**config.mk**
```make
export PLATFORM = sky130hd
export DESIGN_NAME = score_ram_responder_flat
export DESIGN_NICKNAME = d
export VERILOG_FILES = /design/src/rtl/score_ram_responder_pkg.sv /design/src/rtl/score_ram_responder_if.sv /design/src/rtl/score_mem_array.sv /design/src/rtl/score_ram_responder.sv /design/src/flat_wrapper.sv
export SDC_FILE = /design/constraint.sdc
export NUM_CORES = 1
export LEC_CHECK = 0
export CAP_MARGIN = 20
export CELL_PAD_IN_SITES_DETAIL_PLACEMENT = 1
export CELL_PAD_IN_SITES_GLOBAL_PLACEMENT = 1
export CORE_AREA = 2 2 96 98
export DETAILED_ROUTE_END_ITERATION = 10
export DIE_AREA = 0 0 98 100
export PLACE_DENSITY = 0.79
export SETUP_SLACK_MARGIN = 0.4
export SYNTH_ARGS = -nofsm -noshare
export SYNTH_HDL_FRONTEND = slang
export SYNTH_SLANG_ARGS = --single-unit
```
**constraint.sdc**
```tcl
create_clock -name clk -period 2 [get_ports clk]
set_clock_uncertainty 0.05 [all_clocks]
set_input_delay 0.4 -clock clk [delete_from_list [all_inputs] [get_ports clk]]
set_output_delay 0.4 -clock clk [all_outputs]
set_load 0.05 [all_outputs]
```
**src/rtl/score_ram_responder_pkg.sv**
```systemverilog
// Shared constants and state encoding for the score RAM responder and its controller.
package score_ram_responder_pkg;
    localparam int WIDTH    = 8;
    localparam int DEPTH    = 8;
    localparam int HI_ADDR  = 6;
    localparam int RSV_ADDR = 7;
    localparam int ADDR_W   = 3;

    typedef enum logic {
        CLEAR = 1'b0,
        READY = 1'b1
    } state_t;
endpackage

```
**src/rtl/score_ram_responder_if.sv**
```systemverilog
// Controller <-> responder bus: write/read request and registered results.
interface score_ram_responder_if
    import score_ram_responder_pkg::*;
#(
    parameter int W = WIDTH
) ();
    logic              we;
    logic [ADDR_W-1:0] addr;
    logic [W-1:0]      wdata;
    logic [W-1:0]      rdata;
    logic              rvalid;
    logic              busy;
    logic              wr_err;
    logic [W-1:0]      hi_score;

    modport master (output we, addr, wdata,
                    input  rdata, rvalid, busy, wr_err, hi_score);
    modport slave  (input  we, addr, wdata,
                    output rdata, rvalid, busy, wr_err, hi_score);
endinterface

```
**src/rtl/score_mem_array.sv**
```systemverilog
// DEPTH x WIDTH register array: one synchronous write port, one combinational read port.
module score_mem_array #(
    parameter int DEPTH = 8,
    parameter int WIDTH = 8,
    parameter int AW    = 3
) (
    input  logic             clk,
    input  logic             we,
    input  logic [AW-1:0]    waddr,
    input  logic [WIDTH-1:0] wdata,
    input  logic [AW-1:0]    raddr,
    output logic [WIDTH-1:0] rdata
);
    logic [WIDTH-1:0] mem [DEPTH];

    // Storage has no reset; contents come only from the clear sweep and writes.
    always_ff @(posedge clk) begin
        if (we) mem[waddr] <= wdata;
    end

    assign rdata = mem[raddr];
endmodule

```
**src/rtl/score_ram_responder.sv**
```systemverilog
// Score RAM responder: clear sweep after reset, protected writes, 2-edge read pipeline.
module score_ram_responder
    import score_ram_responder_pkg::*;
#(
    parameter int DEPTH    = score_ram_responder_pkg::DEPTH,
    parameter int WIDTH    = score_ram_responder_pkg::WIDTH,
    parameter int HI_ADDR  = score_ram_responder_pkg::HI_ADDR,
    parameter int RSV_ADDR = score_ram_responder_pkg::RSV_ADDR
) (
    input  logic                  clk,
    input  logic                  rst,
    score_ram_responder_if.slave  bus
);
    localparam int            AW   = (DEPTH > 1) ? $clog2(DEPTH) : 1;
    localparam logic [AW-1:0] LAST = AW'(DEPTH - 1);

    state_t            state, state_nx;
    logic [AW-1:0]     clr_idx;
    logic [ADDR_W-1:0] addr_q;
    logic [1:0]        vld_pipe;
    logic [WIDTH-1:0]  rdata_q, hi_score_q, hi_data, mem_rdata, mem_wdata, rd_val;
    logic              wr_err_q, hi_pend;
    logic              busy, ready, wr_ok, wr_hit_hi, mem_we;
    logic [AW-1:0]     mem_waddr;

    // Accepted write: READY, in range, not the reserved slot.
    assign wr_ok     = ready && bus.we && (int'(bus.addr) < DEPTH)
                       && (bus.addr != ADDR_W'(RSV_ADDR));
    assign wr_hit_hi = wr_ok && (bus.addr == ADDR_W'(HI_ADDR));

    // Reserved and out-of-range reads return zero regardless of array contents.
    assign rd_val = ((int'(addr_q) < DEPTH) && (addr_q != ADDR_W'(RSV_ADDR)))
                    ? mem_rdata : '0;

    score_mem_array #(.DEPTH(DEPTH), .WIDTH(WIDTH), .AW(AW)) u_mem (
        .clk   (clk),
        .we    (mem_we),
        .waddr (mem_waddr),
        .wdata (mem_wdata),
        .raddr (addr_q[AW-1:0]),
        .rdata (mem_rdata)
    );

    // FSM state register.
    always_ff @(posedge clk) begin
        if (!rst) state <= CLEAR;
        else      state <= state_nx;
    end

    // Next state: leave CLEAR once the last entry has been swept.
    always_comb begin
        state_nx = state;
        if (state == CLEAR && clr_idx == LAST) state_nx = READY;
    end

    // Outputs: sweep drives the array in CLEAR, the bus drives it in READY.
    always_comb begin
        busy      = (state == CLEAR);
        ready     = (state == READY);
        mem_we    = rst && wr_ok;
        mem_waddr = bus.addr[AW-1:0];
        mem_wdata = bus.wdata;
        if (state == CLEAR) begin
            mem_we    = rst;
            mem_waddr = clr_idx;
            mem_wdata = '0;
        end
    end

    // Sweep index; restarts from zero on every reset.
    always_ff @(posedge clk) begin
        if (!rst)                clr_idx <= '0;
        else if (state == CLEAR) clr_idx <= (clr_idx == LAST) ? '0 : clr_idx + 1'b1;
    end

    // Read pipeline, valid tracking and reject flag.
    always_ff @(posedge clk) begin
        if (!rst) begin
            addr_q   <= '0;
            rdata_q  <= '0;
            vld_pipe <= '0;
            wr_err_q <= 1'b0;
        end else begin
            addr_q   <= bus.addr;
            rdata_q  <= busy ? '0 : rd_val;
            vld_pipe <= {vld_pipe[0] & ready, ready};
            wr_err_q <= bus.we && !wr_ok;
        end
    end

    // High-score shadow: capture the write, publish it one edge later.
    always_ff @(posedge clk) begin
        if (!rst) begin
            hi_pend    <= 1'b0;
            hi_data    <= '0;
            hi_score_q <= '0;
        end else begin
            hi_pend <= wr_hit_hi;
            if (wr_hit_hi) hi_data    <= bus.wdata;
            if (hi_pend)   hi_score_q <= hi_data;
        end
    end

    assign bus.rdata    = rdata_q;
    assign bus.rvalid   = vld_pipe[1];
    assign bus.busy     = busy;
    assign bus.wr_err   = wr_err_q;
    assign bus.hi_score = hi_score_q;
endmodule

```
**src/flat_wrapper.sv**
```systemverilog
// flat-port wrapper written by rule: the top's interface ports become plain ports
module score_ram_responder_flat import score_ram_responder_pkg::*;
#(
    parameter int DEPTH    = score_ram_responder_pkg::DEPTH,
    parameter int WIDTH    = score_ram_responder_pkg::WIDTH,
    parameter int HI_ADDR  = score_ram_responder_pkg::HI_ADDR,
    parameter int RSV_ADDR = score_ram_responder_pkg::RSV_ADDR
)
  (clk, rst, bus_we, bus_addr, bus_wdata, bus_rdata, bus_rvalid, bus_busy, bus_wr_err, bus_hi_score);
  score_ram_responder_if bus_i ();
  input  logic clk;
  input  logic rst;
  input wire logic [$bits(bus_i.we)-1:0] bus_we;
  input wire logic [$bits(bus_i.addr)-1:0] bus_addr;
  input wire logic [$bits(bus_i.wdata)-1:0] bus_wdata;
  output wire logic [$bits(bus_i.rdata)-1:0] bus_rdata;
  output wire logic [$bits(bus_i.rvalid)-1:0] bus_rvalid;
  output wire logic [$bits(bus_i.busy)-1:0] bus_busy;
  output wire logic [$bits(bus_i.wr_err)-1:0] bus_wr_err;
  output wire logic [$bits(bus_i.hi_score)-1:0] bus_hi_score;
  assign bus_i.we = bus_we;
  assign bus_i.addr = bus_addr;
  assign bus_i.wdata = bus_wdata;
  assign bus_rdata = bus_i.rdata;
  assign bus_rvalid = bus_i.rvalid;
  assign bus_busy = bus_i.busy;
  assign bus_wr_err = bus_i.wr_err;
  assign bus_hi_score = bus_i.hi_score;
  score_ram_responder #(.DEPTH(DEPTH), .WIDTH(WIDTH), .HI_ADDR(HI_ADDR), .RSV_ADDR(RSV_ADDR)) u_core (.clk(clk), .rst(rst), .bus(bus_i));
endmodule
```
==> out/qor_table.md <==
| Item | Reported | Unit |
|:---|:---|:---|
| Result of the run | completed | - |
| Mean number of vias per cell | 5.15 | - |
| Power density over the cells | 773 | mW/mm2 |
| F_max | 636 | MHz |
| Power share of the sequential group | 0.582 | - |
| Internal power summed over all cells | 2.73 | mW |
| Worst supply voltage drop on vdd | 0.425 | mV |
| Most common cell after layout, fill and taps aside | edfxtp_1 | - |
| Total global-route track usage | 0.158 | - |
| GR Overflow Total | 0 | - |
| Area growth from synthesis to layout | 24.7 | % |
| Total of buffers placed on input and output ports | 32 | - |
| Largest net degree at the start of global routing | 30 | - |
| Required time of the worst setup path | 2010 | ps |
| Instance area at placement | 0.00417 | mm2 |
| Mean instance size in the synthesized netlist | 14.0 | um2 |
| Hold Violations, Final | 0 | - |
| CP max stage cell | dfxtp_4 | - |
| Proportion of layout cells with a drive suffix above 1 | 0.283 | - |
| Max capacitance violation total | 0 | - |
| Slew of the pin with the lowest slew margin | 490 | ps |
| Mapped cell area | 0.00363 | mm2 |
| Nets | 329 | - |
| Die height | 100 | um |
| Worst-case clock buffer depth | 2 | - |
| Ordered list of cells on the worst path | buf_4 -> nor3b_2 -> a31oi_1 -> nor3b_2 -> buf_6 | - |
| X dimension of the die | 98 | um |
| Endpoint of the most critical register-to-register path | u_core.u_mem.mem[5][2] | - |
| Core area | 0.00889 | mm2 |
| Switching Fraction | 0.218 | - |
| Leak Pwr | 1.64 | nW |
| Number of nets with antenna violations after routing | 0 | - |
| Die outline area | 0.00980 | mm2 |
| Data arrival at the endpoint of the critical path | 1580 | ps |
| Global-route wire length before repair | 11700 | um |
| Total via count in the routed design | 2209 | - |
| Element type at the critical path start | flop | - |
| Initial DRC Count | 78 | - |
| Detail-routed net length per standard cell | 17.7 | um |
| DRC Markers | 0 | - |
| Critical Path Fanout Max | 8 | - |
| Site Rows | 35 | - |
| Count of hold-fix buffers inserted at cts | 0 | - |
| Number of antenna violations at the first check in global routing | 0 | - |
| Antenna Diode Count | 0 | - |
| Gate power share | 0.069 | - |
| Critical path origin | u_core.ready | - |
| Final total power | 3.50 | mW |
| Kind of critical path | flop to flop | - |
| Flip-flop and latch count after synthesis | 91 | - |
| Path class of the lowest-slack min-delay path | input pin to flop | - |
| Sequential area share after synthesis | 0.657 | - |
| Number of synthesized flops with an enable pin | 56 | - |
| CTS tree | built | - |
| Top-Level Pins | 33 | - |
| Total iterations of the first detailed-routing run | 4 | - |
| Worst hold start | bus_we | - |
| H-tree depth | 3 | - |
| Number of warnings issued by yosys | 0 | - |
| Flop2flop setup slack | 430 | ps |
| Worst setup EP type | flop | - |
| Starting density of the core | 0.408 | - |
| Later-pin clock latency in the skew report | 350 | ps |
| Most used cell along the critical path | nor3b_2 | - |
| Clock network fraction of design power | 0.349 | - |
| WL final | 7580 | um |
| Sum of net half-perimeters after detailed placement | 5140 | um |
| Worst relative slew slack | 0.673 | - |
| Number of buffers added by the clock tree synthesis step | 9 | - |
| Clock-pin slew on the worst setup and hold paths | 90 | ps |
| Fin area | 0.00452 | mm2 |
| CP top delay family | simple AND/OR/NAND/NOR gates | - |
| Number of different library cells in the post-synthesis netlist | 34 | - |
| Clock root buffer | clkbuf_8 | - |
| Final-report setup violation count | 0 | - |
| Largest stage delay on the critical path | 380 | ps |
| Syn_nets | 276 | - |
| Synthesized netlist cell count | 260 | - |
| Fillers | 899 | - |
| Leading cell types in the layout, fill and taps excluded | edfxtp_1 (56), dfxtp_1 (33), mux2i_1 (26), buf_4 (20), nand2_1 (19) | - |
| Buffering stage count on the worst path with inverters included | 2 | - |
| Final weighted congestion of routability-driven global placement | 0.782 | - |
| Vias in the first global route | 2253 | - |
| Critical path endpoint | u_core.u_mem.mem[5][2] | - |
| Setup repair after global routing missed its margin | true | - |
| Post-synth top flop | edfxtp_1 | - |
| Hold WS | 291 | ps |
| Share of synthesized flip-flops with an asynchronous set or reset | 0 | - |
| Cells on worst reg2reg path | 5 | - |
| Max Slew Vio Count | 0 | - |
| Period utilisation layout | 0.786 | - |
| Switching pwr | 764 | uW |
| Critical register-to-register path startpoint | u_core.ready | - |
| Final min period | 1570 | ps |
| Total stage count of the critical path | 5 | - |
| Number of sinks handled by clock tree synthesis | 91 | - |
[final cells by class]
class	count	area, um2	share of cell area
inverters	2	11.3	0.00249
clock buffers	13	181	0.0401
clock inverters	3	18.8	0.00415
repair buffers	59	598	0.132
well taps	111	139	0.0307
multi-input cells	150	1190	0.263
flip-flops and latches	91	2390	0.528
[synth_stat cells (2+ instances only)]
cell	n	area [um2]
mux2_2	9	101
dfxtp_1	35	701
nor2_1	6	22.5
nor2b_1	12	75.1
nand2_1	20	75.1
and2_1	13	81.3
nand3b_1	8	60.1
buf_2	6	30.0
nor3b_1	4	30.0
mux2_4	6	90.1
nand3_1	3	15.0
o21a_1	9	67.6
edfxtp_1	56	1680
a21oi_1	4	20.0
o21ai_1	8	40.0
clkbuf_1	5	18.8
ha_1	2	25.0
mux2i_1	26	260
a22oi_1	8	60.1
nor3_1	2	10.0
buf_6	4	45.0
inv_1	2	7.51
[layer usage]
metal  vias to the layer above  share of wire  GRT usage
met3                        12          0.023     0.0272
met5                         -              0          0
met4                         0          0.020     0.0737
met2                        34           0.53      0.283
met1                      1117           0.43      0.185
li1                       1046              -          -
[power by group through the flow]
stage	clock (mW)	combinational, mW	sequential, mW
final	1.22	0.241	2.04
after global routing	1.34	0.261	2.04
after detailed placement	0	0.222	2.08
after floorplan	0	0.135	2.07
after CTS	1.26	0.230	2.03
after global placement	0	0.213	2.07
[logic make-up after synthesis]
logic type | after synthesis | share of synthesized area
flops | 91 | 0.657
simple gates | 73 | 0.115
mux | 42 | 0.128
compound gates | 33 | 0.0597
buf+inv | 19 | 0.0341
fa+ha+maj | 2 | 0.00690
[timing repair]
action,4_1_cts,5_1_grt
setup buffers,4,2
endpoints found under the setup margin,75,60
pin swaps,1,3
gates resized for setup,66,13
gates cloned,0,0
[tightest hold or removal path, cell delays in order]
cell	delay, ps
dlymetal6s2s_1	150
nand2_1	70
a21oi_1	40
[registers in the layout (all words and copies together), names as in the netlist]
| signal | flops |
|---|---|
| u_core.bus.hi_score | 8 |
| u_core.hi_data | 8 |
| u_core.u_mem.mem | 56 |
| u_core.hi_pend | 1 |
| u_core.addr_q | 3 |
| u_core.clr_idx | 3 |
| u_core.bus.rdata | 8 |
| u_core.vld_pipe | 2 |
| u_core.bus.wr_err | 1 |
| u_core.ready | 1 |
[worst min-delay path by stage]
stage | endpoint | slack [ps] | cells after the start
floorplan | u_core.hi_data[0] | 380 | 2
global placement | u_core.hi_data[3] | 400 | 2
detailed placement | u_core.hi_data[5] | 400 | 2
CTS | u_core.hi_data[2] | 420 | 2
global route | u_core.bus.wr_err | 300 | 3
finish | u_core.bus.wr_err | 290 | 3
[stage by stage]
| stage | instances | setup WS, ps | TNS, ps | util |
|---|---|---|---|---|
| final | 429 | 427 | 0 | 0.509 |
| after global routing | 429 | 368 | 0 | 0.509 |
| after CTS | 427 | 376 | 0 | 0.502 |
| after detailed placement | 407 | -241 | -8970 | 0.469 |
| after global placement | 407 | -157 | -5030 | 0.469 |
| after floorplan | 260 | 369 | 0 | - |
(Power assumes the default switching activity.)
